==> src/rtl/rom_stream_loader.sv <==
// rom_stream_loader: unpacks a length-prefixed, checksummed byte stream into 32-bit ROM words.
// Holds the core in reset until a load completes with a matching checksum.
module rom_stream_loader #(
    parameter int ROM_ADDR_WIDTH = 14,
    parameter bit BOOT_HOLD      = 1'b1
) (
    input  logic                      clk,
    input  logic                      rst,
    input  logic                      start_i,
    input  logic                      byte_valid_i,
    input  logic [7:0]                byte_data_i,
    output logic                      byte_ready_o,
    output logic                      rom_we_o,
    output logic [ROM_ADDR_WIDTH-3:0] rom_addr_o,
    output logic [31:0]               rom_wdata_o,
    output logic                      hold_core_o,
    output logic                      busy_o,
    output logic                      done_o,
    output logic                      err_o,
    output logic [ROM_ADDR_WIDTH-2:0] words_o
);
    localparam logic [32:0] CAP = 33'(1) << ROM_ADDR_WIDTH;

    typedef enum logic [2:0] {IDLE, LEN, DATA, FLUSH, CSUM, DONE, ERR} state_t;

    state_t                    state_q, state_d;
    logic [1:0]                lcnt_q, lcnt_d;
    logic [31:0]               len_q, len_d;
    logic [ROM_ADDR_WIDTH:0]   pcnt_q, pcnt_d;
    logic [31:0]               word_q, word_d;
    logic [7:0]                csum_q, csum_d;
    logic [ROM_ADDR_WIDTH-3:0] wptr_q, wptr_d;
    logic [ROM_ADDR_WIDTH-2:0] words_q, words_d;
    logic                      we_q, we_d;
    logic [ROM_ADDR_WIDTH-3:0] addr_q, addr_d;
    logic [31:0]               wdata_q, wdata_d;
    logic                      busy_q, busy_d, done_q, done_d, err_q, err_d, hold_q, hold_d;
    logic                      xfer, last;
    logic [31:0]               len_full, word_nx;

    assign byte_ready_o = state_q inside {LEN, DATA, CSUM};
    assign xfer         = byte_valid_i & byte_ready_o;
    assign len_full     = {byte_data_i, len_q[23:0]};
    assign last         = (32'(pcnt_q) + 32'd1) == len_q;

    always_comb begin
        word_nx = word_q;
        word_nx[{pcnt_q[1:0], 3'b000} +: 8] = byte_data_i;
    end

    always_comb begin
        state_d = state_q;
        lcnt_d  = lcnt_q;
        len_d   = len_q;
        pcnt_d  = pcnt_q;
        word_d  = word_q;
        csum_d  = csum_q;
        wptr_d  = wptr_q;
        words_d = words_q;
        we_d    = 1'b0;
        addr_d  = addr_q;
        wdata_d = wdata_q;
        busy_d  = busy_q;
        done_d  = done_q;
        err_d   = err_q;
        hold_d  = hold_q;
        case (state_q)
            LEN: if (xfer) begin
                len_d[{lcnt_q, 3'b000} +: 8] = byte_data_i;
                lcnt_d = lcnt_q + 2'd1;
                if (lcnt_q == 2'd3) begin
                    state_d = ({1'b0, len_full} > CAP) ? ERR : (len_full == 32'd0) ? CSUM : DATA;
                    if ({1'b0, len_full} > CAP) begin
                        err_d  = 1'b1;
                        busy_d = 1'b0;
                    end
                end
            end
            DATA: if (xfer) begin
                csum_d = csum_q + byte_data_i;
                pcnt_d = pcnt_q + 1'b1;
                word_d = word_nx;
                if (pcnt_q[1:0] == 2'd3) begin
                    we_d    = 1'b1;
                    addr_d  = wptr_q;
                    wdata_d = word_nx;
                    wptr_d  = wptr_q + 1'b1;
                    words_d = words_q + 1'b1;
                    word_d  = 32'd0;
                end
                if (last) state_d = (pcnt_q[1:0] == 2'd3) ? CSUM : FLUSH;
            end
            // upper lanes of the partial word are still zero from the last clear
            FLUSH: begin
                we_d    = 1'b1;
                addr_d  = wptr_q;
                wdata_d = word_q;
                wptr_d  = wptr_q + 1'b1;
                words_d = words_q + 1'b1;
                word_d  = 32'd0;
                state_d = CSUM;
            end
            CSUM: if (xfer) begin
                state_d = (byte_data_i == csum_q) ? DONE : ERR;
                done_d  = byte_data_i == csum_q;
                err_d   = byte_data_i != csum_q;
                hold_d  = byte_data_i != csum_q;
                busy_d  = 1'b0;
            end
            default: ;
        endcase
        if (start_i) begin
            state_d = LEN;
            lcnt_d  = 2'd0;
            len_d   = 32'd0;
            pcnt_d  = '0;
            word_d  = 32'd0;
            csum_d  = 8'd0;
            wptr_d  = '0;
            words_d = '0;
            we_d    = 1'b0;
            busy_d  = 1'b1;
            done_d  = 1'b0;
            err_d   = 1'b0;
            hold_d  = 1'b1;
        end
    end

    always_ff @(posedge clk or posedge rst) begin
        if (rst) begin
            state_q <= IDLE;
            lcnt_q  <= 2'd0;
            len_q   <= 32'd0;
            pcnt_q  <= '0;
            word_q  <= 32'd0;
            csum_q  <= 8'd0;
            wptr_q  <= '0;
            words_q <= '0;
            we_q    <= 1'b0;
            addr_q  <= '0;
            wdata_q <= 32'd0;
            busy_q  <= 1'b0;
            done_q  <= 1'b0;
            err_q   <= 1'b0;
            hold_q  <= BOOT_HOLD;
        end else begin
            state_q <= state_d;
            lcnt_q  <= lcnt_d;
            len_q   <= len_d;
            pcnt_q  <= pcnt_d;
            word_q  <= word_d;
            csum_q  <= csum_d;
            wptr_q  <= wptr_d;
            words_q <= words_d;
            we_q    <= we_d;
            addr_q  <= addr_d;
            wdata_q <= wdata_d;
            busy_q  <= busy_d;
            done_q  <= done_d;
            err_q   <= err_d;
            hold_q  <= hold_d;
        end
    end

    assign rom_we_o    = we_q;
    assign rom_addr_o  = addr_q;
    assign rom_wdata_o = wdata_q;
    assign busy_o      = busy_q;
    assign done_o      = done_q;
    assign err_o       = err_q;
    assign hold_core_o = hold_q;
    assign words_o     = words_q;
endmodule

==> config.mk <==
export PLATFORM = sky130hd
export DESIGN_NAME = rom_stream_loader
export DESIGN_NICKNAME = d
export VERILOG_FILES = /design/src/rtl/rom_stream_loader.sv
export SDC_FILE = /design/constraint.sdc
export NUM_CORES = 1
export LEC_CHECK = 0
export BUFFER_PORTS_ARGS = -buffer_cell sky130_fd_sc_hd__buf_2
export CORE_MARGIN = 10
export CORE_UTILIZATION = 37
export CTS_CLUSTER_DIAMETER = 200
export DETAILED_ROUTE_END_ITERATION = 16
export SLEW_MARGIN = 20
export SYNTH_ARGS = -nofsm -noshare
export SYNTH_HDL_FRONTEND = slang
export SYNTH_SLANG_ARGS = --single-unit
==> constraint.sdc <==
create_clock -name clk -period 7 [get_ports clk]
set_input_delay 0.7 -clock clk [delete_from_list [all_inputs] [get_ports clk]]
set_output_delay 0.7 -clock clk [all_outputs]
set_load 0.01 [all_outputs]
-- Word level (Yosys, flattened, before mapping)
Index checks and enable logic that the tools add are counted.
- output and inout port bits: 63
- logic and storage cells: 129
- register bits after elaboration: 166
- bitwise operators: 1
- equality and inequality tests: 18
- order comparisons: 1
- reduce and logical (&&, ||, !) cells: 18
- multiplexer cells: 64
- shift-type cells: 4
- add/subtract/negate cells: 8
- operators by type and width (operator ; number):
    2-to-1 mux 32 bit ; 8
    case mux 32 bit (2 select lines) ; 2
    bitwise mux 32 bit ; 2
    variable shift 8 x 7 -> 32 bit, first input constant ; 2
    indexed part select 8 x 7 -> 32 bit ; 2
    2-to-1 mux 12 bit ; 5
    case mux 12 bit (2 select lines) ; 2
    2-to-1 mux 15 bit ; 3
    2-to-1 mux 13 bit ; 3
    == test 16 x 32 -> 1 bit ; 1
    greater-than comparator 32 x 15 -> 1 bit, second input constant ; 1
    logical NOT 32 bit ; 1
    2-to-1 mux 3 bit ; 9
    case mux 13 bit (2 select lines) ; 1
    2-to-1 mux 8 bit ; 3
    2-to-1 mux 1 bit ; 18
    adder 15 x 1 -> 16 bit, second input constant ; 1
    adder 15 x 1 -> 15 bit, second input constant ; 1
    negation 5 -> 7 bit ; 2
    adder 13 x 1 -> 13 bit, second input constant ; 1
    adder 12 x 1 -> 12 bit, second input constant ; 1
    inequality test 3 bit, second input constant ; 4
    case mux 3 bit (4 select lines) ; 1
    nonzero test 2 bit ; 5
    other kinds (20) ; 35

-- Logic depth before layout (Yosys ltp)
- depth after elaboration: 7
- depth in mapped cells: 10
- gate-level depth less buffers: 9

-- Worst setup path after synthesis
Ideal clock, no wire load.
- kind: reg-to-reg
- start point: register pcnt_q[0]
- end point: register state_q[1]
- data required time: 6.864 ns
- data arrival time: 2.464 ns
- cell stages (with the launch flop): 11
- path buffers: 1
- clock period less this slack: 2.600 ns
- path slack: 4.400 ns
- setup time: 0.136 ns
- cell sequence: dfrtp_1 > buf_2 > inv_1 > ha_1 > xor2_1 > a2111oi_0 > nand4b_1 > a2111oi_0 > o2111ai_1 > o31ai_2 > a21oi_1
- word-level cells in the longest chain between the ends: 6
- elaborated cells on any way between the ends: 10
- those cells by class: add/sub: 1; eq/ne: 3; mux: 5; reduce/logical: 1
- ends and longest elaborated chain (element ; line ; source):
    from (decl) ; 29 ; logic [ROM_ADDR_WIDTH:0] pcnt_q, pcnt_d;
    from (signal assigned) ; 150 ; pcnt_q <= pcnt_d;
    parallel branches: the longest is 6 deep, another holds adder 15 x 1 -> 16 bit ; - ;
    to (signal assigned) ; 147 ; state_q <= state_d;
    to (decl) ; 26 ; state_t state_q, state_d;
Parallel ways; which one is timed is not known. The select of a mux whose other input is x is not followed.
A chain may end at the register's enable or synchronous reset.

-- Final worst setup path
Same ends and word-level chain as after synthesis.

==> impl_metrics.yaml <==
status:
  status: "finished clean"
power_and_ir_drop:
  vdd_drop_max_uv: 179
  power.switching_mw: 0.921
  combPwrFrac_pct: 24.2
  seqPwrFrac_pct: 42.2
  switching_share_pct: 34.2
  pwr_density_cell_nw_per_um2: 279
  p_clk_share_pct: 33.5
  power.internal_mw: 1.78
  p_leak_nw: 4.37
synth:
  async_reset_ff_share_pct: 100
  syn_area_per_cell_um2: 9.18
  synthAdderAreaFrac_pct: 3.01
  syn_nets: 966
  synth-edff-count: 0
  synth.largest_area_cell: "dfrtp_1"
  ys_ff_latch: 166
  synth_compound_area_share_pct: 17.2
  synthMuxAreaShare_pct: 0.496
  synth_top_family_by_area: "simple AND/OR/NAND/NOR gates"
  ys_types: 58
  synthXorXnorAreaFrac_pct: 5.31
  netlist.area_leader.share_pct: 48.2
  ys_seq_area_share_pct: 48.5
  synth_area_um2: 8570
  synth.area.top_cells: "dfrtp_1, nand2_1, a221o_1, a21oi_1, nor2_1"
  synth_simple_gate_area_share_pct: 21.8
  yosysWarnings: 0
  synth_ff_type: "dfrtp_1"
  synth_cells: 934
worst_setup_path:
  critPathMaxStageDelay_ns: 0.62
  critPathMaxFanout: 10
  r2r-start: "pcnt_q[0]"
  worst_r2r_endpoint: "state_q[1]"
  path_common_cell: "a2111oi_0"
  reg2reg_depth: 9
  cp_slowest_cell: "dfrtp_1"
  r2r_setup_slack_ns: 3.76
  start_kind: "flop"
  critical_path_buf_inv_count: 1
  arrival_ns: 3.52
  cp_top_family: "compound AO/OA/AOI/OAI gates"
  worstPathCellList: "inv_1 -> ha_1 -> xor2_1 -> a2111oi_0 -> nand4b_1 -> a2111oi_0 -> o2111ai_1 -> o31ai_2 -> a21oi_1"
  worstSetupPathType: "flop to flop"
  crit_required_ns: 7.29
  critPathCaptureType: "flop"
floorplan:
  dieArea_um2: 29700
  row_count: 55
  core-area_um2: 22700
  dieHeight_um: 172
  die_x_um: 172
  io-pin-count: 75
  start_util_pct: 37.8
layout:
  regArea_um2: 4160
  multi_input_area_um2: 4120
  final_common_cell: "dfrtp_1"
  design_area_um2: 9670
  final_nets: 1000
  final_cell_mix: "dfrtp_1, nand2_1, nor2_1"
  final_util_pct: 42.6
  drive_gt1_share_pct: 13.1
  n_fill_cell: 2223
  syn_to_final_growth_pct: 12.8
timing:
  max_freq_ghz: 0.309
  fin_crit_sh_pct: 46.2
  rsz0062_at_grt: "false"
  fin_skew_ns: 0.00869
  fin_tns_setup_ns: 0
  drv_slew: 0
  max_slew.worst_pin.slew_ns: 1.03
  period_minus_slack_ns: 3.24
  hold-worst-slack_ns: 0.424
  finalHoldViolCount: 0
  setup_viol: 0
  relSlewSlack_pct: 30.7
drt:
  ant_nets: 0
  drtIter0Drc: 587
  vias: 6892
  vias_per_cell: 5.44
  wl_um: 22600
  wire_per_inst_um: 17.8
  remaining_drc_errors: 0
  dr.pass1.iters: 5
global_routing:
  grt_remaining_overflow: 0
  grt_max_degree: 96
  antenna_found_initial: 1
  grt_pass1_vias: 6818
  grt_pass1_wl_um: 37400
  track_usage_pct: 15.8
cts:
  htree_levels: 4
  cts_tree: "built"
  cts_root_buffer: "clkbuf_16"
  cts_max_path_buffers: 2
  clock_sinks: 166
  post_cts_buffers: 0
  ctsHoldBuffers: 0
  insertion_delay_ns: 0.43
  cts_buffers: 17
  path_clk_slew_ns: 0.06
  cts.repair.resized: 0
flow_run:
  maxCapViolations: 0
place:
  dpl-instance-area_um2: 9110
  place.gp.congestion: 0.830
  dp_hpwl_um: 14500
  numPortBuffers: 74
worst_hold_path:
  min_path_type: "primary input to async pin"
## synthesized netlist by cell type, drive strengths merged, types with 2 or more instances
cell,count
a2111oi,2
a211oi,4
a21o,4
a21oi,63
a221o,32
a22o,32
a31oi,2
and2,4
and3,3
and4,3
buf,18
clkbuf,48
dfrtp,165
ha,19
inv,14
mux2,2
mux2i,2
nand2,142
nand2b,3
nand3,22
nand4,15
nand4b,2
nor2,84
nor2b,38
nor3,44
nor3b,5
nor4,11
nor4bb,2
o21ai,62
o22ai,3
o311ai,2
o31ai,2
or3,11
xnor2,28
xor2,24
## flip-flops by register name, summed over array words and instances (netlist names)
name and count:
rom_addr_o 12, pcnt_q 15, hold_core_o 1, rom_wdata_o 32, wptr_q 12, done_o 1
err_o 1, words_o 13, rom_we_o 1, word_q 32, csum_q 8, state_q 3
lcnt_q 2, len_q 32, busy_o 1
## stage by stage
stage | instances | total power, mW | setup WS [ns]
final | 1266 | 2.70 | 3.76
after global routing | 1266 | 2.85 | 3.51
after CTS | 1265 | 2.72 | 3.79
after detailed placement | 1234 | 1.81 | 3.82
after global placement | 1234 | 1.80 | 3.90
after floorplan | 934 | 1.61 | 1.81
## power groups by stage
stage	clock [mW]	combinational, mW	sequential [mW]
2_1_floorplan	0	0.475	1.14
3_3_place_gp	0	0.646	1.16
3_5_place_dp	0	0.654	1.15
4_1_cts	0.922	0.660	1.14
5_1_grt	0.958	0.736	1.15
6_report	0.905	0.653	1.14
## layout make-up
class	instances	share of cell area, %
sequential	166	43.0
multi-input combinational	688	42.6
clock buffer	20	4.72
timing repair buffer	81	4.37
tap	285	3.69
clock inverter	11	1.06
inverter	14	0.595
antenna	1	0.0259
## per-layer routing
layer  part of all wire [%]  GRT usage (%)
met2                     47           24.6
met1                     48           21.4
met3                    3.9           2.85
met4                    1.8           5.73
met5                      0              0
## logic make-up (layout without fill, tap and decap cells)
| family | Yosys count | count (layout) |
|---|---|---|
| XOR/XNOR | 52 | 52 |
| adder cells (fa/ha/maj) | 20 | 20 |
| flip-flops | 166 | 166 |
| AO/OA/AOI/OAI | 219 | 219 |
| other | 0 | 1 |
| AND/OR/NAND/NOR | 393 | 393 |
| multiplexers | 4 | 4 |
| buffers and inverters | 80 | 126 |
## worst max path at each step
stage	from	slack (ns)	cells past startpoint	end
after global routing	pcnt_q[0]	3.51	9	state_q[2]
after detailed placement	pcnt_q[0]	3.82	9	state_q[1]
final	pcnt_q[0]	3.76	9	state_q[1]
after floorplan	rst	1.81	1	busy_o
after CTS	pcnt_q[0]	3.79	9	state_q[1]
after global placement	start_i	3.90	7	wptr_q[5]
No activity file was read; power rests on OpenSTA's default activity.
